`config.mk`:
```
export PLATFORM = sky130hd
export DESIGN_NAME = spi_burst_ctrl_flat
export DESIGN_NICKNAME = d
export VERILOG_FILES = /design/src/rtl/spi_pkg.sv /design/src/rtl/spi_burst_ctrl_if.sv /design/src/rtl/spi_sync_edge.sv /design/src/rtl/spi_burst_ctrl.sv /design/src/flat_wrapper.sv
export SDC_FILE = /design/constraint.sdc
export NUM_CORES = 1
export LEC_CHECK = 0
export BUFFER_PORTS_ARGS = -buffer_cell sky130_fd_sc_hd__buf_2
export CAP_MARGIN = 5
export CORE_MARGIN = 1.5
export CORE_UTILIZATION = 53
export DETAILED_ROUTE_END_ITERATION = 7
export MAX_ROUTING_LAYER = met4
export PLACE_DENSITY_LB_ADDON = 0.12
export SYNTH_ARGS = -nofsm -noshare
export SYNTH_HDL_FRONTEND = slang
export SYNTH_SLANG_ARGS = --single-unit
```
`constraint.sdc`:
```
create_clock -name clk -period 2.4 [get_ports clk]
set_clock_uncertainty 0.2 [all_clocks]
set_input_delay 0.12 -clock clk [delete_from_list [all_inputs] [get_ports clk]]
set_output_delay 0.12 -clock clk [all_outputs]
set_load 0.02 [all_outputs]
```
`src/rtl/spi_pkg.sv`:
```
// Shared definitions for the SPI receive path and the burst sequencer.
// Holds the default frame/address/length widths, the header field layout
// derived from them, and the sequencer state encoding.
package spi_pkg;

    // Default geometry; the receiver and the sequencer must agree on SPI_N.
    localparam int SPI_N  = 16;
    localparam int BUS_AW = 7;
    localparam int LEN_W  = 8;

    // Header layout: flag bit on top, address field directly below it,
    // length field in the low bits.
    localparam int HDR_FLAG_BIT = SPI_N - 1;
    localparam int HDR_ADDR_MSB = SPI_N - 2;
    localparam int HDR_ADDR_LSB = SPI_N - 1 - BUS_AW;
    localparam int HDR_LEN_MSB  = LEN_W - 1;

    typedef enum logic [1:0] {
        ST_IDLE  = 2'd0,
        ST_DATA  = 2'd1,
        ST_WRITE = 2'd2
    } burst_state_e;

endpackage

```
`src/rtl/spi_burst_ctrl_if.sv`:
```
// Register-bus write channel between the burst sequencer and the
// configuration register bank.
//   valid : write request valid (master)
//   addr  : write address (master)
//   data  : write data (master)
//   ready : slave accepts when valid & ready
interface spi_burst_ctrl_if #(
    parameter int N  = spi_pkg::SPI_N,
    parameter int AW = spi_pkg::BUS_AW
);
    logic          valid;
    logic [AW-1:0] addr;
    logic [N-1:0]  data;
    logic          ready;

    modport master (output valid, output addr, output data, input ready);
    modport slave  (input valid, input addr, input data, output ready);
endinterface

```
`src/rtl/spi_sync_edge.sv`:
```
// Two-flop synchroniser with rise/fall detection for a slow asynchronous
// control level (e.g. SPI chip select).
//   clk, rst : system clock, synchronous active-high reset
//   async_in : asynchronous input level
//   rise     : one-cycle pulse on a synchronised 0->1 transition
//   fall     : one-cycle pulse on a synchronised 1->0 transition
module spi_sync_edge #(
    parameter logic RST_VAL = 1'b1
) (
    input  logic clk,
    input  logic rst,
    input  logic async_in,
    output logic rise,
    output logic fall
);

    logic meta_r;
    logic sync_r;
    logic prev_r;

    // Synchroniser chain plus the edge-detect history flop.
    always_ff @(posedge clk) begin
        if (rst) begin
            meta_r <= RST_VAL;
            sync_r <= RST_VAL;
            prev_r <= RST_VAL;
        end else begin
            meta_r <= async_in;
            sync_r <= meta_r;
            prev_r <= sync_r;
        end
    end

    assign rise = sync_r & ~prev_r;
    assign fall = ~sync_r & prev_r;

endmodule

```
`src/rtl/spi_burst_ctrl.sv`:
```
// Burst sequencer behind the SPI receiver. The first frame of a transaction
// is a header (flag, start address, word count); each following frame is
// written to an auto-incremented address on the register bus.
//   clk, rst    : system clock, synchronous active-high reset
//   rx_data     : receiver word, valid while rx_end is high
//   rx_end      : receiver end-of-frame level
//   ss          : raw chip select (active-low, asynchronous)
//   bus         : register write channel (master side)
//   busy        : sequencer not idle
//   done        : pulse the cycle after the last burst word is accepted
//   err_len     : sticky, header with zero length
//   err_ovr     : sticky, frame arrived while a write was still pending
//   err_abort   : sticky, chip select released with words outstanding
//   clr_err     : clears the sticky errors
module spi_burst_ctrl
    import spi_pkg::*;
#(
    parameter int N  = SPI_N,
    parameter int AW = BUS_AW,
    parameter int LW = LEN_W
) (
    input  logic             clk,
    input  logic             rst,
    input  logic [N-1:0]     rx_data,
    input  logic             rx_end,
    input  logic             ss,
    spi_burst_ctrl_if.master bus,
    output logic             busy,
    output logic             done,
    output logic             err_len,
    output logic             err_ovr,
    output logic             err_abort,
    input  logic             clr_err
);

    localparam int HDR_BIT = N - 1;

    burst_state_e  state_r, state_n_s;
    logic          valid_r, valid_n_s;
    logic [AW-1:0] addr_r, addr_n_s;
    logic [N-1:0]  data_r, data_n_s;
    logic [LW-1:0] rem_r, rem_n_s;
    logic          done_r, done_n_s;
    logic          abort_pend_r, abort_pend_n_s;
    logic          rx_end_d_r;
    logic          err_len_r, err_ovr_r, err_abort_r;
    logic          set_len_s, set_ovr_s, set_abort_s;
    logic          fstb_s, ss_rise_s, handshake_s;
    logic [AW-1:0] hdr_addr_s;
    logic [LW-1:0] hdr_len_s;

    spi_sync_edge #(.RST_VAL(1'b1)) u_ss_sync (
        .clk      (clk),
        .rst      (rst),
        .async_in (ss),
        .rise     (ss_rise_s),
        .fall     ()
    );

    assign fstb_s      = rx_end & ~rx_end_d_r;
    assign handshake_s = valid_r & bus.ready;
    assign hdr_addr_s  = rx_data[N-2 -: AW];
    assign hdr_len_s   = rx_data[LW-1:0];

    // State register.
    always_ff @(posedge clk) begin
        if (rst) begin
            state_r <= ST_IDLE;
        end else begin
            state_r <= state_n_s;
        end
    end

    // Next-state and datapath-next logic for the burst sequencer.
    always_comb begin
        state_n_s      = state_r;
        valid_n_s      = valid_r;
        addr_n_s       = addr_r;
        data_n_s       = data_r;
        rem_n_s        = rem_r;
        done_n_s       = 1'b0;
        abort_pend_n_s = 1'b0;
        set_len_s      = 1'b0;
        set_ovr_s      = 1'b0;
        set_abort_s    = 1'b0;
        case (state_r)
            ST_IDLE: begin
                if (fstb_s && rx_data[HDR_BIT]) begin
                    if (hdr_len_s != {LW{1'b0}}) begin
                        addr_n_s  = hdr_addr_s;
                        rem_n_s   = hdr_len_s;
                        state_n_s = ST_DATA;
                    end else begin
                        set_len_s = 1'b1;
                    end
                end else begin
                    state_n_s = ST_IDLE;
                end
            end
            ST_DATA: begin
                // Chip-select release beats a coincident frame.
                if (ss_rise_s) begin
                    set_abort_s = 1'b1;
                    rem_n_s     = {LW{1'b0}};
                    state_n_s   = ST_IDLE;
                end else if (fstb_s) begin
                    data_n_s  = rx_data;
                    valid_n_s = 1'b1;
                    state_n_s = ST_WRITE;
                end else begin
                    state_n_s = ST_DATA;
                end
            end
            ST_WRITE: begin
                set_ovr_s = fstb_s;
                if (handshake_s) begin
                    valid_n_s = 1'b0;
                    addr_n_s  = addr_r + {{(AW-1){1'b0}}, 1'b1};
                    rem_n_s   = rem_r - {{(LW-1){1'b0}}, 1'b1};
                    if (rem_r == {{(LW-1){1'b0}}, 1'b1}) begin
                        done_n_s  = 1'b1;
                        state_n_s = ST_IDLE;
                    end else if (ss_rise_s || abort_pend_r) begin
                        // Release seen during the write: finish it, then abort.
                        set_abort_s = 1'b1;
                        rem_n_s     = {LW{1'b0}};
                        state_n_s   = ST_IDLE;
                    end else begin
                        state_n_s = ST_DATA;
                    end
                end else begin
                    abort_pend_n_s = abort_pend_r | ss_rise_s;
                end
            end
            default: begin
                valid_n_s = 1'b0;
                state_n_s = ST_IDLE;
            end
        endcase
    end

    // Datapath, edge history and sticky error registers.
    always_ff @(posedge clk) begin
        if (rst) begin
            valid_r      <= 1'b0;
            addr_r       <= {AW{1'b0}};
            data_r       <= {N{1'b0}};
            rem_r        <= {LW{1'b0}};
            done_r       <= 1'b0;
            abort_pend_r <= 1'b0;
            rx_end_d_r   <= 1'b0;
            err_len_r    <= 1'b0;
            err_ovr_r    <= 1'b0;
            err_abort_r  <= 1'b0;
        end else begin
            valid_r      <= valid_n_s;
            addr_r       <= addr_n_s;
            data_r       <= data_n_s;
            rem_r        <= rem_n_s;
            done_r       <= done_n_s;
            abort_pend_r <= abort_pend_n_s;
            rx_end_d_r   <= rx_end;
            // A new error event outranks a simultaneous clear.
            err_len_r    <= set_len_s   | (err_len_r   & ~clr_err);
            err_ovr_r    <= set_ovr_s   | (err_ovr_r   & ~clr_err);
            err_abort_r  <= set_abort_s | (err_abort_r & ~clr_err);
        end
    end

    assign bus.valid = valid_r;
    assign bus.addr  = addr_r;
    assign bus.data  = data_r;
    assign busy      = (state_r != ST_IDLE);
    assign done      = done_r;
    assign err_len   = err_len_r;
    assign err_ovr   = err_ovr_r;
    assign err_abort = err_abort_r;

endmodule

```
`src/flat_wrapper.sv`:
```
// flat-port wrapper written by rule: the top's interface ports become plain ports
module spi_burst_ctrl_flat import spi_pkg::*;
#(
    parameter int N  = SPI_N,
    parameter int AW = BUS_AW,
    parameter int LW = LEN_W
)
  (clk, rst, rx_data, rx_end, ss, busy, done, err_len, err_ovr, err_abort, clr_err, bus_valid, bus_addr, bus_data, bus_ready);
  spi_burst_ctrl_if #(.N(N), .AW(AW)) bus_i ();
  input  logic clk;
  input  logic rst;
  input  logic [N-1:0] rx_data;
  input  logic rx_end;
  input  logic ss;
  output logic busy;
  output logic done;
  output logic err_len;
  output logic err_ovr;
  output logic err_abort;
  input  logic clr_err;
  output wire logic [$bits(bus_i.valid)-1:0] bus_valid;
  output wire logic [$bits(bus_i.addr)-1:0] bus_addr;
  output wire logic [$bits(bus_i.data)-1:0] bus_data;
  input wire logic [$bits(bus_i.ready)-1:0] bus_ready;
  assign bus_valid = bus_i.valid;
  assign bus_addr = bus_i.addr;
  assign bus_data = bus_i.data;
  assign bus_i.ready = bus_ready;
  spi_burst_ctrl #(.N(N), .AW(AW), .LW(LW)) u_core (.clk(clk), .rst(rst), .rx_data(rx_data), .rx_end(rx_end), .ss(ss), .bus(bus_i), .busy(busy), .done(done), .err_len(err_len), .err_ovr(err_ovr), .err_abort(err_abort), .clr_err(clr_err));
endmodule
```
## After elaboration in Yosys (flattened, before gate mapping)

Index checks and enable logic that the tools add are counted.

| storage, ports and cells | value |
|---|---|
| flip-flop bits (word level) | 43 |
| bits in latches | 0 |
| bits in writable memories | 0 |
| ROM bits | 0 |
| input port bits | 22 |
| output and inout bits | 29 |
| logic and storage cells | 90 |
| memories kept | 0 |

| cells by class | value |
|---|---|
| $add $sub $neg | 2 |
| multipliers | 0 |
| div/mod/pow operators | 0 |
| magnitude comparators | 0 |
| eq/ne operators | 10 |
| shift operators | 0 |
| muxes and demuxes | 33 |
| bitwise gates (word level) | 17 |
| reduce and logical (&&, ||, !) cells | 14 |

Operators with widths:

| cell | number |
|---|---|
| $mux 8 | 6 |
| $pmux 8 s3 | 1 |
| $mux 7 | 3 |
| $pmux 7 s2 | 1 |
| $mux 1 | 13 |
| $mux 2 | 6 |
| $ne 2x1->1 const B | 5 |
| $eq 8x1->1 const B | 1 |
| $reduce_and 4->1 | 2 |
| $reduce_bool 8->1 | 1 |
| $sub 8x1->8 const B | 1 |
| $add 7x1->7 const B | 1 |
| $not 1->1 | 7 |
| $and 1x1->1 | 6 |
| $pmux 2 s3 | 1 |
| $reduce_or 3->1 | 2 |
| $reduce_and 5->1 | 1 |
| $or 1x1->1 | 4 |
| $reduce_bool 2->1 | 2 |
| $ne 3x3->1 const B | 1 |
| $pmux 1 s3 | 1 |
| $reduce_and 3->1 | 1 |
| $reduce_bool 3->1 | 1 |
| $eq 2x1->1 const B | 1 |
| other kinds (7) | 7 |

## Depth between registers and ports, before layout

Gate-level depths: netlist (run 1).

| logic depth | value |
|---|---|
| depth after elaboration | 8 |
| gate-level depth with buffers | 8 |
| mapped depth without buffers | 7 |

## By module

From an unflattened synthesis (run 1), not the netlist that was laid out.

| unflattened totals | value |
|---|---|
| cell total of the unflattened synthesis | 266 |
| area, all modules | 2243.4 sq um |

Modules (own cells, without submodules):

| module | times used | cells an instance | area an instance (sq um) | seq. area each (sq um) |
|---|---|---|---|---|
| spi_burst_ctrl | 1 | 258 | 2150.8 | 800.8 |
| spi_sync_edge | 1 | 8 | 92.6 | 60.1 |

## Worst setup path before layout (run 1)

OpenSTA, ideal clock, no wires.

| timing | value |
|---|---|
| path type | register to register |
| start | reg u_core.state_r[0] |
| end | reg u_core.addr_r[0], in the netlist u_core.bus.addr[0] |
| setup time | 70 ps |
| arrival time | 1623 ps |
| data required time | 2130 ps |
| path slack | 506 ps |
| stages on the path, launching flop included | 8 |
| path buffers | 0 |
| clock period less this slack | 1894 ps |
| cells stage by stage | dfxtp_1 -> inv_1 -> ha_1 -> a21boi_0 -> a31oi_2 -> o211ai_1 -> or3_1 -> a21oi_1 |

| between the ends | value |
|---|---|
| cells in the longest elaborated chain, start to end | 3 |
| elaborated cells on any way between the ends | 8 |
| those cells by class | eq/ne (4); mux (1); reduce/logical (3) |

Ends and longest elaborated chain:

| item | line | RTL |
|---|---|---|
| from (decl) | spi_burst_ctrl.sv:38 | `burst_state_e state_r, state_n_s;` |
| from (signal assigned) | spi_burst_ctrl.sv:70 | `state_r <= state_n_s;` |
| $eq 2x2->1 or $logic_not 2->1 (tied branches) | spi_burst_ctrl.sv:86 | `case (state_r)` |
| $ne 2x1->1 (no line) or $reduce_bool 2->1 (tied branches) | - |  |
| $reduce_and 4->1 (no line) | - |  |
| to (signal assigned) | spi_burst_ctrl.sv:146 | `addr_r <= {AW{1'b0}};` |
| to (signal assigned) | spi_burst_ctrl.sv:157 | `addr_r <= addr_n_s;` |
| to (decl) | spi_burst_ctrl.sv:40 | `logic [AW-1:0] addr_r, addr_n_s;` |

Parallel ways exist; a longest one is shown, timed or not.
A chain may end at the register's enable or synchronous reset.

## Final worst setup path (run 1)

| timing | value |
|---|---|
| start | reg u_core.state_r[0] |
| end | reg u_core.addr_r[1], in the netlist u_core.bus.addr[1] |

Same word-level chain as after synthesis.

==> metrics.log, run 1 <==
INFO  metric cpMaxStageDelayCell = sky130_fd_sc_hd__dfxtp_1
INFO  metric rsz_0062_raised_after_global_routing = no
INFO  metric vdd.ir_drop.worst = 0.000436 V
INFO  metric vias_per_cell = 5.52
INFO  metric run_status = complete, but fails checks
INFO  metric final.setup.tns = 0 ns
INFO  metric power.switching_fraction = 0.287
INFO  metric cap_violations = 0
INFO  metric cts-buffers-inserted = 5
INFO  metric antenna_violations_before_repair = 0
INFO  metric mostFrequentLayoutCell = sky130_fd_sc_hd__buf_2
INFO  metric power-per-cell-area = 561 mW/mm^2
INFO  metric final.setup.worst_slack = ~0.27 ns
INFO  metric die_h = a little under 70 um
INFO  metric seq_area_frac_synth = 0.394
INFO  metric power.sequential.fraction = 0.512
INFO  metric slew_headroom = 0.516
INFO  metric period_utilization_post_route = 0.887
INFO  metric floorplan.initialDensity = 0.550
INFO  metric final_layout_fill_cell_count = 337
INFO  metric switching_power = between 0.4 and 0.5 mW
INFO  metric layout.cells.non_filler = around 360
INFO  metric route.final.wire_length = just under 5000 um
INFO  metric final_core_utilization = 0.686
INFO  metric dp_worst_setup_slack = between 0.3 and 0.4 ns
INFO  metric post_route_cells_drive_above_1_share = 0.234
INFO  metric drc_errors = 0
INFO  metric p_clk_frac = 0.287
INFO  metric grt.met3_usage = 0.0367
INFO  metric ys_async_rst_share = 0
INFO  metric routability_cong = about 0.81
INFO  metric timing_worst_slew_pin_value = slightly above 0.7 ns
INFO  metric dp.cells = 335
INFO  metric synthesis.area_per_instance = approximately 9 um^2
INFO  metric end_kind = flip-flop
INFO  metric first_drt_pass_iteration_count = 5
INFO  metric clkSlewWorstSetupHoldPaths = 0.08 ns
INFO  metric hold_class = input port to flip-flop
INFO  metric critPathBufInv = 2
INFO  metric finalMaxSlewViolations = 0
INFO  metric cts_htree_levels = 2
INFO  metric num_antenna_cells = 0
INFO  metric grt_util_all_layers = 0.235
INFO  metric io_pins = between 50 and 60
INFO  metric ant_nets = 0
INFO  metric cells_after_synthesis = around 240
INFO  metric die_width = 67.2 um
INFO  metric synth-edff-count = 0
INFO  metric hold_ws = -0.00368 ns
INFO  metric clock_sink_count = 43
INFO  metric clk_path_buf_depth = 2
INFO  metric clockRootBuffer = sky130_fd_sc_hd__clkbuf_8
INFO  metric port_buffers = 50
INFO  metric top_usage_layer = met2
INFO  metric combined_flip_flop_and_latch_cell_area = 861 um^2
INFO  metric logic_pwr_share = 0.201
INFO  metric synth_cell_type_count = 52
INFO  metric multi_input_comb_area = approximately 0.0012 mm^2
INFO  metric timing_hold_violations_final = 1
INFO  metric grtUsageMet2 = 0.370
INFO  metric yosys_register_bits = 43
INFO  metric p_total = approximately 1.5 mW
INFO  metric critical-path-max-stage-delay = roughly 0.34 ns
INFO  metric placed_wire_length_estimate = approximately 3400 um
INFO  metric clock_tree_from_tritoncts = built
INFO  metric netlist_area = around 0.0022 mm^2
INFO  metric drt-initial-drc-count = 170
INFO  metric worstPathRequired = 2.35 ns
INFO  metric power.static_leakage = 1.28 nW
INFO  metric power_report.internal_total = between 1 and 1.5 mW
INFO  metric cp_data_arrival_time = around 2.1 ns
INFO  metric cpLargestDelayFamily = compound AO/OA/AOI/OAI gates
INFO  metric cts_repair_resize_count = 0
INFO  metric timing.final.setup_violations = 0
INFO  metric globalRoute.totalOverflow = 0
INFO  metric worst-setup-path-type = flip-flop to flip-flop
INFO  metric critical_path.max_fanout = 9
INFO  metric via_count_of_the_first_global_routing_pass = around 1800
INFO  metric core_area = 0.00397 mm^2
INFO  metric fmaxAchievable = roughly 470 MHz
INFO  metric yosysWarnings = 0
INFO  metric finish.instance_area = ~0.0027 mm^2
INFO  metric wire_length_of_the_first_global_routing_pass = around 7900 um
INFO  metric synth_fp_nets = roughly 270
INFO  metric commonest_cells_after_routing_fill_and_taps_aside = sky130_fd_sc_hd__buf_2 (50), sky130_fd_sc_hd__dfxtp_1 (43), sky130_fd_sc_hd__nor2_1 (29)
INFO  metric total_via_count_after_detailed_routing = 1997
INFO  metric groute.layer.met1.usage = 0.300
INFO  metric die-area = 0.00452 mm^2
INFO  metric syn2layout_area_growth = 24.7%
INFO  metric nets = 340
INFO  metric rows = 23
INFO  metric placed_cell_area = approximately 0.0025 mm^2
INFO  metric synth_top_flop_cell = sky130_fd_sc_hd__dfxtp_1
INFO  metric failed_checks = negative hold slack
INFO  metric maximum_number_of_pins_on_one_net_before_global_route_repair = 44
INFO  metric period_minus_slack = between 2 and 2.5 ns
INFO  metric crit_path_cell_trace = inv_1 -> ha_1 -> nor4b_4 -> a31oi_2 -> o211ai_1 -> buf_4 -> mux2i_1 -> nor2_1
INFO  metric clk-insertion-delay-late = ~0.29 ns
INFO  metric detail_route.wl_per_cell = ~14 um
INFO  metric setup.worst_path.start_class = flip-flop
-- tightest hold or removal path: stages --
cell and delay (ns):
sky130_fd_sc_hd__buf_2 0.07, sky130_fd_sc_hd__inv_1 0.04, sky130_fd_sc_hd__nor2_1 0.09, sky130_fd_sc_hd__a21oi_1 0.05, sky130_fd_sc_hd__nor2_1 0.07
-- flip-flops by register name, indices dropped and copies added (netlist names), 2 cells and up --
signal	cells
u_core.bus.data	16
u_core.state_r	2
u_core.bus.addr	7
u_core.rem_r	8
-- Yosys cell counts, drive strengths merged, types with 2 or more instances --
cell type	count	area share
nor3	8	0.023
a31oi	2	0.0086
a211oi	6	0.021
nor2	30	0.053
buf	8	0.029
and3	2	0.0057
mux2i	19	0.087
clkbuf	3	0.0052
o22ai	2	0.0057
or2	4	0.011
or3	3	0.0092
nor4	2	0.013
nor2b	8	0.023
ha	7	0.040
o21ai	5	0.011
nand3b	3	0.010
dfxtp	43	0.39
a221oi	2	0.0080
nor4b	2	0.015
nand2	14	0.024
a21oi	18	0.041
inv	10	0.017
a32oi	2	0.011
nand3	4	0.0092
a21o	3	0.010
nand2b	12	0.038
o32ai	6	0.024
-- area by class of cell --
type                    instances  share of cell area
clock buffers                   7              0.0280
inverters                      10              0.0138
flip-flops and latches         43               0.316
repair buffers                 73               0.173
well taps                      50              0.0230
multi-input cells             178               0.445
clock inverters                 1             0.00184
-- repair_timing --
item | CTS | global route
setup buffers | 0 | 0
hold buffers | 19 | 0
endpoints found under the hold margin | 26 | 0
-- power groups by stage --
stage          Combinational, mW  Clock, mW  Sequential (mW)
4_1_cts                    0.306      0.455            0.782
2_1_floorplan              0.190          0            0.813
5_1_grt                    0.338      0.478            0.788
3_5_place_dp               0.281          0            0.798
3_3_place_gp               0.278          0            0.798
6_report                   0.308      0.439            0.782
-- worst paths after layout --
| check | from | to | slack, ns | cells after the start |
|---|---|---|---|---|
| max | u_core.state_r[0] | u_core.bus.addr[1] | 0.27 | 8 |
| min | rx_data[10] | u_core.bus.data[10] | -0.004 | 5 |
| max reg2reg | u_core.state_r[0] | u_core.bus.addr[1] | 0.27 | 8 |
| min reg2reg | u_core.u_ss_sync.meta_r | u_core.u_ss_sync.sync_r | 0.21 | 1 |
-- per-layer routing --
layer / wire, um / up-vias
met4: 70 / 0
li1: - / 1006
met5: 0 / -
met2: 2320 / 54
met3: 196 / 9
met1: 2340 / 928
-- cells by family (layout without fill, tap and decap cells) --
group           after synthesis  count (layout)  share of synthesized area
flops                        43              43                      0.394
buf+inv                      21              91                     0.0515
simple gates                 97              97                      0.251
mux                          20              20                     0.0922
fa+ha+maj                     7               7                     0.0401
compound gates               54              54                      0.171
Note: power is estimated with default switching activity, not from simulation.
==> run 2: changes to the inputs <==
--- a/config.mk
+++ b/config.mk
@@ -7,9 +7,13 @@
 export LEC_CHECK = 0
 export BUFFER_PORTS_ARGS = -buffer_cell sky130_fd_sc_hd__buf_2
 export CAP_MARGIN = 5
+export CELL_PAD_IN_SITES_DETAIL_PLACEMENT = 0
+export CELL_PAD_IN_SITES_GLOBAL_PLACEMENT = 1
+export CORE_ASPECT_RATIO = 1.4
 export CORE_MARGIN = 1.5
-export CORE_UTILIZATION = 53
+export CORE_UTILIZATION = 40
 export DETAILED_ROUTE_END_ITERATION = 7
+export HOLD_SLACK_MARGIN = 0.06
 export MAX_ROUTING_LAYER = met4
 export PLACE_DENSITY_LB_ADDON = 0.12
 export SYNTH_ARGS = -nofsm -noshare
==> run 2 against run 1 <==
The run now ends clean. Non-clock buffer count rose by 4. Critical path type unchanged. Cell count up 5.5%. Core utilization fell by 15 points. Hold slack better by 0.082 ns. Combinational power is 2% higher. Routed wire length is 11% higher.
==> metrics.log, run 2 (synthesized netlist as in run 1, its figures left out) <==
INFO  metric post_route_cells_drive_above_1_share = 0.244 (+0.00970)
INFO  metric core_area = 0.00524 mm^2 (+32%)
INFO  metric globalRoute.totalOverflow = 0 (unchanged)
INFO  metric timing.final.setup_violations = 0 (unchanged)
INFO  metric critical-path-max-stage-delay = 0.40 ns (+0.06 ns)
INFO  metric power.static_leakage = 1.31 nW (+2.2%)
INFO  metric placed_wire_length_estimate = 4110 um (+22%)
INFO  metric grt_util_all_layers = 0.199 (-0.0359)
INFO  metric slew_headroom = 0.655 (+0.139)
INFO  metric clk-insertion-delay-late = 0.29 ns (about the same)
INFO  metric die_width = 65.5 um (-2.6%)
INFO  metric num_antenna_cells = 0 (unchanged)
INFO  metric via_count_of_the_first_global_routing_pass = 1948 (+10%)
INFO  metric die-area = 0.00592 mm^2 (+31%)
INFO  metric wire_length_of_the_first_global_routing_pass = 9090 um (+15%)
INFO  metric final.setup.tns = 0 ns (unchanged)
INFO  metric run_status = finished clean
INFO  metric clock_tree_from_tritoncts = built
INFO  metric vias_per_cell = 5.18 (-6.1%)
INFO  metric ant_nets = 0 (unchanged)
INFO  metric commonest_cells_after_routing_fill_and_taps_aside = sky130_fd_sc_hd__buf_2 (50), sky130_fd_sc_hd__dfxtp_1 (43), sky130_fd_sc_hd__nor2_1 (29)
INFO  metric cts_htree_levels = 2 (unchanged)
INFO  metric cell_count_of_the_worst_hold_path = 2 (-3)
INFO  metric drt-initial-drc-count = 98 (-42%)
INFO  metric antenna_violations_before_repair = 0 (unchanged)
INFO  metric vdd.ir_drop.worst = 0.000275 V (-37%)
INFO  metric cts_hold_repair.buffers = 20 (+1)
INFO  metric whs_endpoint = u_core.bus.data[14]
INFO  metric cts_repair_resize_count = 0 (unchanged)
INFO  metric period_utilization_post_route = 0.894 (+0.00673)
INFO  metric clk_path_buf_depth = 2 (unchanged)
INFO  metric period_minus_slack = 2.15 ns (+0.0161 ns)
INFO  metric clkSlewWorstSetupHoldPaths = 0.08 ns (about the same)
INFO  metric finalMaxSlewViolations = 0 (unchanged)
INFO  metric rows = 31 (+35%)
INFO  metric rsz_0062_raised_after_global_routing = no
INFO  metric clock_sink_count = 43 (unchanged)
INFO  metric crit_path_cell_trace = inv_1 -> ha_1 -> a221oi_1 -> nand2_1 -> a221oi_1 -> a211oi_1
INFO  metric dp.cells = 354 (+5.7%)
INFO  metric dp_worst_setup_slack = 0.254 ns (-0.0522 ns)
INFO  metric total_via_count_after_detailed_routing = 1979 (-0.90%)
INFO  metric mostFrequentLayoutCell = sky130_fd_sc_hd__buf_2
INFO  metric cap_violations = 0 (unchanged)
INFO  metric layout.cells.non_filler = 382 (+5.5%)
INFO  metric power-per-cell-area = 571 mW/mm^2 (+1.7%)
INFO  metric cp_data_arrival_time = 2.10 ns (+0.02 ns)
INFO  metric timing_hold_violations_final = 0 (-1)
INFO  metric cts-buffers-inserted = 5 (unchanged)
INFO  metric drc_errors = 0 (unchanged)
INFO  metric timing_worst_slew_pin_value = 0.518 ns (-0.208 ns)
INFO  metric fmaxAchievable = 466 MHz (-0.75%)
INFO  metric nets = 344 (+1.2%)
INFO  metric routability_cong = 0.820 (+1.4%)
INFO  metric end_kind = flip-flop
INFO  metric clockRootBuffer = sky130_fd_sc_hd__clkbuf_8
INFO  metric detail_route.wl_per_cell = 14.3 um (+5.0%)
INFO  metric cts_setup_buffers = 0 (unchanged)
INFO  metric route.final.wire_length = 5460 um (+11%)
INFO  metric port_buffers = 50 (unchanged)
INFO  metric hold_path.startpoint = rst
INFO  metric cpMaxStageDelayCell = sky130_fd_sc_hd__dfxtp_1
INFO  metric final.setup.worst_slack = 0.254 ns (-0.0161 ns)
INFO  metric setup.worst_path.start_class = flip-flop
INFO  metric regToRegStartpoint = u_core.state_r[0]
INFO  metric worst-setup-path-type = flip-flop to flip-flop
INFO  metric critical_path.max_fanout = 13 (+4)
INFO  metric io_pins = 51 (unchanged)
INFO  metric timing.critical_path.mode_cell = sky130_fd_sc_hd__a221oi_1
INFO  metric syn2layout_area_growth = 27.9%
INFO  metric worstPathRequired = 2.36 ns (about the same)
INFO  metric first_drt_pass_iteration_count = 4 (-1)
INFO  metric floorplan.initialDensity = 0.417 (-0.133)
INFO  metric worstReg2RegEnd = u_core.rem_r[0]
INFO  metric maximum_number_of_pins_on_one_net_before_global_route_repair = 32 (-27%)
INFO  metric hold_class = input port to flip-flop
INFO  metric die_h = 90.4 um (+35%)
INFO  metric flip_flop_count_of_the_largest_register_all_copies_and_words_added = 16 (unchanged)
INFO  metric rrSetupSlack = 0.25 ns (-0.02 ns)
INFO  metric reg2regPathDepth = 6 (-2)
-- run 2: metal layers --
layer / routed length (um) / up-vias / global-route usage
li1: - / 1012 / -
met1: 2300 / 937 / 0.221
met2: 2970 / 25 / 0.361
met3: 128 / 5 / 0.0374
met4: 57 / 0 / 0.0469
met5: 0 / - / -
-- run 2: worst max-delay path by stage --
stage	end	start	depth (start not counted)
2_1_floorplan	u_core.bus.addr[0]	u_core.state_r[0]	7
3_3_place_gp	u_core.rem_r[1]	u_core.state_r[0]	7
3_5_place_dp	u_core.rem_r[0]	u_core.state_r[0]	6
4_1_cts	u_core.rem_r[0]	u_core.state_r[0]	6
5_1_grt	u_core.rem_r[0]	u_core.state_r[0]	6
6_report	u_core.rem_r[0]	u_core.state_r[0]	6
-- run 2: area by class of cell --
type	count	area (um^2)
Clock buffer	8	100
Fill cell	521	2440
Multi-Input combinational cell	178	1210
Sequential cell	43	861
Tap cell	66	82.6
Inverter	10	37.5
Timing Repair Buffer	77	503
-- run 2: through the flow --
stage / util / area [um^2] / hold slack (ns) / power, mW
floorplan: - / 2180 / 0.0238 / 1.00
global placement: 0.476 / 2490 / 0.103 / 1.09
detailed placement: 0.476 / 2490 / 0.112 / 1.09
CTS: 0.534 / 2800 / 0.0824 / 1.61
global route: 0.534 / 2800 / 0.109 / 1.68
finish: 0.534 / 2800 / 0.0787 / 1.60
-- run 2: power by group --
| part | switching, mW | internal, mW | leakage (nW) | total (mW) |
|---|---|---|---|---|
| clock network | 0.236 | 0.263 | 0.0515 | 0.499 |
| registers | 0.0352 | 0.748 | 0.350 | 0.783 |
| logic | 0.172 | 0.142 | 0.906 | 0.314 |
| total | 0.443 | 1.15 | 1.31 | 1.60 |
-- run 2: worst max-delay path, delay by kind of cell (launching register included) --
family / cells / cell delay, ns
buf+inv: 1 / 0.09
flops: 1 / 0.40
simple gates: 1 / 0.32
fa+ha+maj: 1 / 0.27
compound gates: 3 / 0.74
==> run 3: changes to the inputs <==
--- a/config.mk
+++ b/config.mk
@@ -5,13 +5,14 @@
 export SDC_FILE = /design/constraint.sdc
 export NUM_CORES = 1
 export LEC_CHECK = 0
+export ABC_AREA = 1
 export BUFFER_PORTS_ARGS = -buffer_cell sky130_fd_sc_hd__buf_2
 export CAP_MARGIN = 5
 export CELL_PAD_IN_SITES_DETAIL_PLACEMENT = 0
 export CELL_PAD_IN_SITES_GLOBAL_PLACEMENT = 1
 export CORE_ASPECT_RATIO = 1.4
 export CORE_MARGIN = 1.5
-export CORE_UTILIZATION = 40
+export CORE_UTILIZATION = 38
 export DETAILED_ROUTE_END_ITERATION = 7
 export HOLD_SLACK_MARGIN = 0.06
 export MAX_ROUTING_LAYER = met4
==> run 3 against run 2 <==
Sequential cell count unchanged. Sequential share of layout area decreased by 2.2 points. Power increased by 8.2%. Core utilization decreased by 2.7 points. Critical path type unchanged. Highest routed layer unchanged.
==> metrics.log, run 3 <==
INFO  metric timing_hold_violations_final = 0 (unchanged)
INFO  metric power.static_leakage = 1.51 nW (+15%)
INFO  metric final.setup.tns = 0 ns (unchanged)
INFO  metric cells_after_synthesis = 346 (+43%)
INFO  metric num_antenna_cells = 0 (unchanged)
INFO  metric antenna_violations_before_repair = 0 (unchanged)
INFO  metric period_minus_slack = 2.18 ns (+0.0380 ns)
INFO  metric cap_violations = 0 (unchanged)
INFO  metric globalRoute.totalOverflow = 0 (unchanged)
INFO  metric clock_tree_from_tritoncts = built
INFO  metric clock_sink_count = 43 (unchanged)
INFO  metric nets = 451 (+31%)
INFO  metric power.sequential.fraction = 0.456 (-0.035)
INFO  metric drc_errors = 0 (unchanged)
INFO  metric via_count_of_the_first_global_routing_pass = 2241 (+15%)
INFO  metric die_width = 69.6 um (+6.4%)
INFO  metric hold_ws = 0.219 ns (+0.140 ns)
INFO  metric flip_flop_count_of_the_largest_register_all_copies_and_words_added = 16 (unchanged)
INFO  metric timing.final.setup_violations = 0 (unchanged)
INFO  metric critical_path.max_fanout = 19 (+6)
INFO  metric vias_per_cell = 4.70 (-9.4%)
INFO  metric power.switching_fraction = 0.298 (+0.0201)
INFO  metric switching_power = 0.514 mW (+16%)
INFO  metric power-per-cell-area = 573 mW/mm^2 (+0.46%)
INFO  metric synthesis.area_per_instance = 6.83 um^2 (-24%)
INFO  metric routability_cong = 0.845 (+3.0%)
INFO  metric clockRootBuffer = sky130_fd_sc_hd__clkbuf_8
INFO  metric slew_headroom = 0.774 (+0.119)
INFO  metric cp_data_arrival_time = 2.22 ns (+0.12 ns)
INFO  metric synth_top_flop_cell = sky130_fd_sc_hd__dfxtp_1
INFO  metric synth.top_cells.by_count = sky130_fd_sc_hd__nand2_1 (78), sky130_fd_sc_hd__nor2_1 (63), sky130_fd_sc_hd__dfxtp_1 (43)
INFO  metric seq_area_frac_synth = 0.364 (-0.0296)
INFO  metric cpLargestDelayFamily = buffers and inverters
INFO  metric ys_async_rst_share = 0 (unchanged)
INFO  metric critPathBufInv = 3 (+2)
INFO  metric port_buffers = 50 (unchanged)
INFO  metric critical-path-max-stage-delay = 0.55 ns (+0.15 ns)
INFO  metric synth_fp_nets = 375 (+38%)
INFO  metric core_area = 0.00595 mm^2 (+14%)
INFO  metric commonest_cells_after_routing_fill_and_taps_aside = sky130_fd_sc_hd__nand2_1 (78), sky130_fd_sc_hd__nor2_1 (63), sky130_fd_sc_hd__buf_2 (50)
INFO  metric yosys.cell_count.top_type = sky130_fd_sc_hd__nand2_1
INFO  metric netlist.top_cell.by_area = sky130_fd_sc_hd__dfxtp_1
INFO  metric timing_worst_slew_pin_value = 0.339 ns (-0.179 ns)
INFO  metric io_pins = 51 (unchanged)
INFO  metric clkSlewWorstSetupHoldPaths = 0.08 ns (about the same)
INFO  metric mostFrequentLayoutCell = sky130_fd_sc_hd__nand2_1
INFO  metric hold_class = flip-flop to flip-flop
INFO  metric finalMaxSlewViolations = 0 (unchanged)
INFO  metric total_via_count_after_detailed_routing = 2310 (+17%)
INFO  metric p_clk_frac = 0.316 (+0.003)
INFO  metric route.final.wire_length = 6150 um (+13%)
INFO  metric run_status = finished clean
INFO  metric placed_wire_length_estimate = 4780 um (+16%)
INFO  metric rsz_0062_raised_after_global_routing = no
INFO  metric vdd.ir_drop.worst = 0.000240 V (-13%)
INFO  metric cts_htree_levels = 2 (unchanged)
INFO  metric first_drt_pass_iteration_count = 4 (unchanged)
INFO  metric detail_route.wl_per_cell = 12.5 um (-12%)
INFO  metric setup.worst_path.start_class = flip-flop
INFO  metric die-area = 0.00671 mm^2 (+13%)
INFO  metric synth_cell_type_count = 31 (-40%)
INFO  metric maximum_number_of_pins_on_one_net_before_global_route_repair = 24 (-25%)
INFO  metric crit_path_cell_trace = inv_1 -> ha_1 -> nand2_2 -> nor2_2 -> buf_4 -> nand2_1 -> a21oi_2 -> dlygate4sd3_1
INFO  metric final_core_utilization = 0.507 (-0.0273)
INFO  metric end_kind = flip-flop
INFO  metric power_report.internal_total = 1.21 mW (+5.2%)
INFO  metric floorplan.initialDensity = 0.397 (-0.0199)
INFO  metric clk-insertion-delay-late = 0.29 ns (about the same)
INFO  metric yosysWarnings = 0 (unchanged)
INFO  metric syn2layout_area_growth = 27.5%
INFO  metric fmaxAchievable = 458 MHz (-1.7%)
INFO  metric cpMaxStageDelayCell = sky130_fd_sc_hd__dlygate4sd3_1
INFO  metric clk_path_buf_depth = 2 (unchanged)
INFO  metric logic_pwr_share = 0.228 (+0.031)
INFO  metric synth-edff-count = 0 (unchanged)
INFO  metric worstPathRequired = 2.44 ns (+0.08 ns)
INFO  metric worst-setup-path-type = flip-flop to flip-flop
INFO  metric yosys_register_bits = 43 (unchanged)
INFO  metric final.setup.worst_slack = 0.216 ns (-0.0380 ns)
INFO  metric cts_setup_buffers = 0 (unchanged)
INFO  metric synth_top_area_frac = 0.364 (-0.0296)
INFO  metric dp_worst_setup_slack = 0.604 ns (+0.350 ns)
INFO  metric post_route_cells_drive_above_1_share = 0.254 (+0.00988)
INFO  metric netlist_area = 0.00236 mm^2 (+8.1%)
INFO  metric drt-initial-drc-count = 101 (+3.1%)
INFO  metric die_h = 96.3 um (+6.5%)
INFO  metric cts-buffers-inserted = 5 (unchanged)
INFO  metric ant_nets = 0 (unchanged)
INFO  metric post_synth_main_area_contributors = sky130_fd_sc_hd__dfxtp_1 (36%), sky130_fd_sc_hd__nand2_1 (12%), sky130_fd_sc_hd__nor2_1 (10%)
INFO  metric grt_util_all_layers = 0.198 (-0.00158)
INFO  metric period_utilization_post_route = 0.910 (+0.0158)
INFO  metric rows = 33 (+6.5%)
INFO  metric wire_length_of_the_first_global_routing_pass = 10100 um (+11%)
## run 3: changes by cell type in the layout (fill, tap and decap cells not counted), sizes merged, moves of 19 or more
cell	change
o21ai	+20
nand2	+83
nor2	+39
mux2i	-19
nand3	+25
inv	+28
## run 3: worst register-to-register path, delay by kind of cell, from the launching register on
family          cells  cell delay [ns]
simple gates        3             0.33
flops               1             0.34
buf+inv             3             0.89
compound gates      1             0.13
fa+ha+maj           1             0.25
## run 3: path summary, 6_finish.rpt
check                                                to                    start  slack [ns]  depth (start not counted)
worst max-delay path                u_core.bus.data[15]        u_core.state_r[1]        0.22                          8
worst min-delay path            u_core.u_ss_sync.sync_r  u_core.u_ss_sync.meta_r        0.22                          1
worst max register to register      u_core.bus.data[15]        u_core.state_r[1]        0.22                          8
worst min register to register  u_core.u_ss_sync.sync_r  u_core.u_ss_sync.meta_r        0.22                          1
## run 3: through the flow
| step | power (mW) | instances | cell area [um^2] |
|---|---|---|---|
| floorplan | 1.07 | 346 | 2360 |
| global placement | 1.17 | 461 | 2670 |
| detailed placement | 1.17 | 461 | 2670 |
| CTS | 1.75 | 492 | 3010 |
| global route | 1.84 | 492 | 3010 |
| finish | 1.73 | 492 | 3010 |
## run 3: per-layer routing
layer	up-vias	track usage	routed length, um
met5	-	-	0
met4	0	0.0769	130
met3	10	0.0251	142
met2	36	0.388	3430
met1	1038	0.199	2450
li1	1226	-	-
## run 3: logic make-up (layout without fill, tap and decap cells)
| group | count (synthesis) | after routing | synth area share |
|---|---|---|---|
| buffers and inverters | 47 | 123 | 0.0847 |
| XOR/XNOR | 3 | 3 | 0.0111 |
| flip-flops | 43 | 43 | 0.364 |
| AO/OA/AOI/OAI | 42 | 42 | 0.109 |
| adder cells (fa/ha/maj) | 7 | 7 | 0.0371 |
| AND/OR/NAND/NOR | 204 | 204 | 0.394 |
## run 3: final cells by class
class | count | area (um^2)
clock buffer | 6 | 72.6
clock inverter | 1 | 30.0
fill | 623 | 2930
inverter | 39 | 146
multi-input combinational | 256 | 1300
sequential | 43 | 861
tap | 70 | 87.6
timing repair buffer | 77 | 513
## run 3: power groups by stage
stage	Combinational (mW)	Sequential (mW)	Clock (mW)
after global routing	0.446	0.795	0.595
after floorplan	0.247	0.821	0
after detailed placement	0.369	0.805	0
after global placement	0.367	0.804	0
after CTS	0.398	0.788	0.561
final	0.393	0.788	0.546
## run 3: what timing repair did
item                      CTS  global route
gates resized for setup     0             0
hold buffers               24             0
hold endpoints to repair   39             0
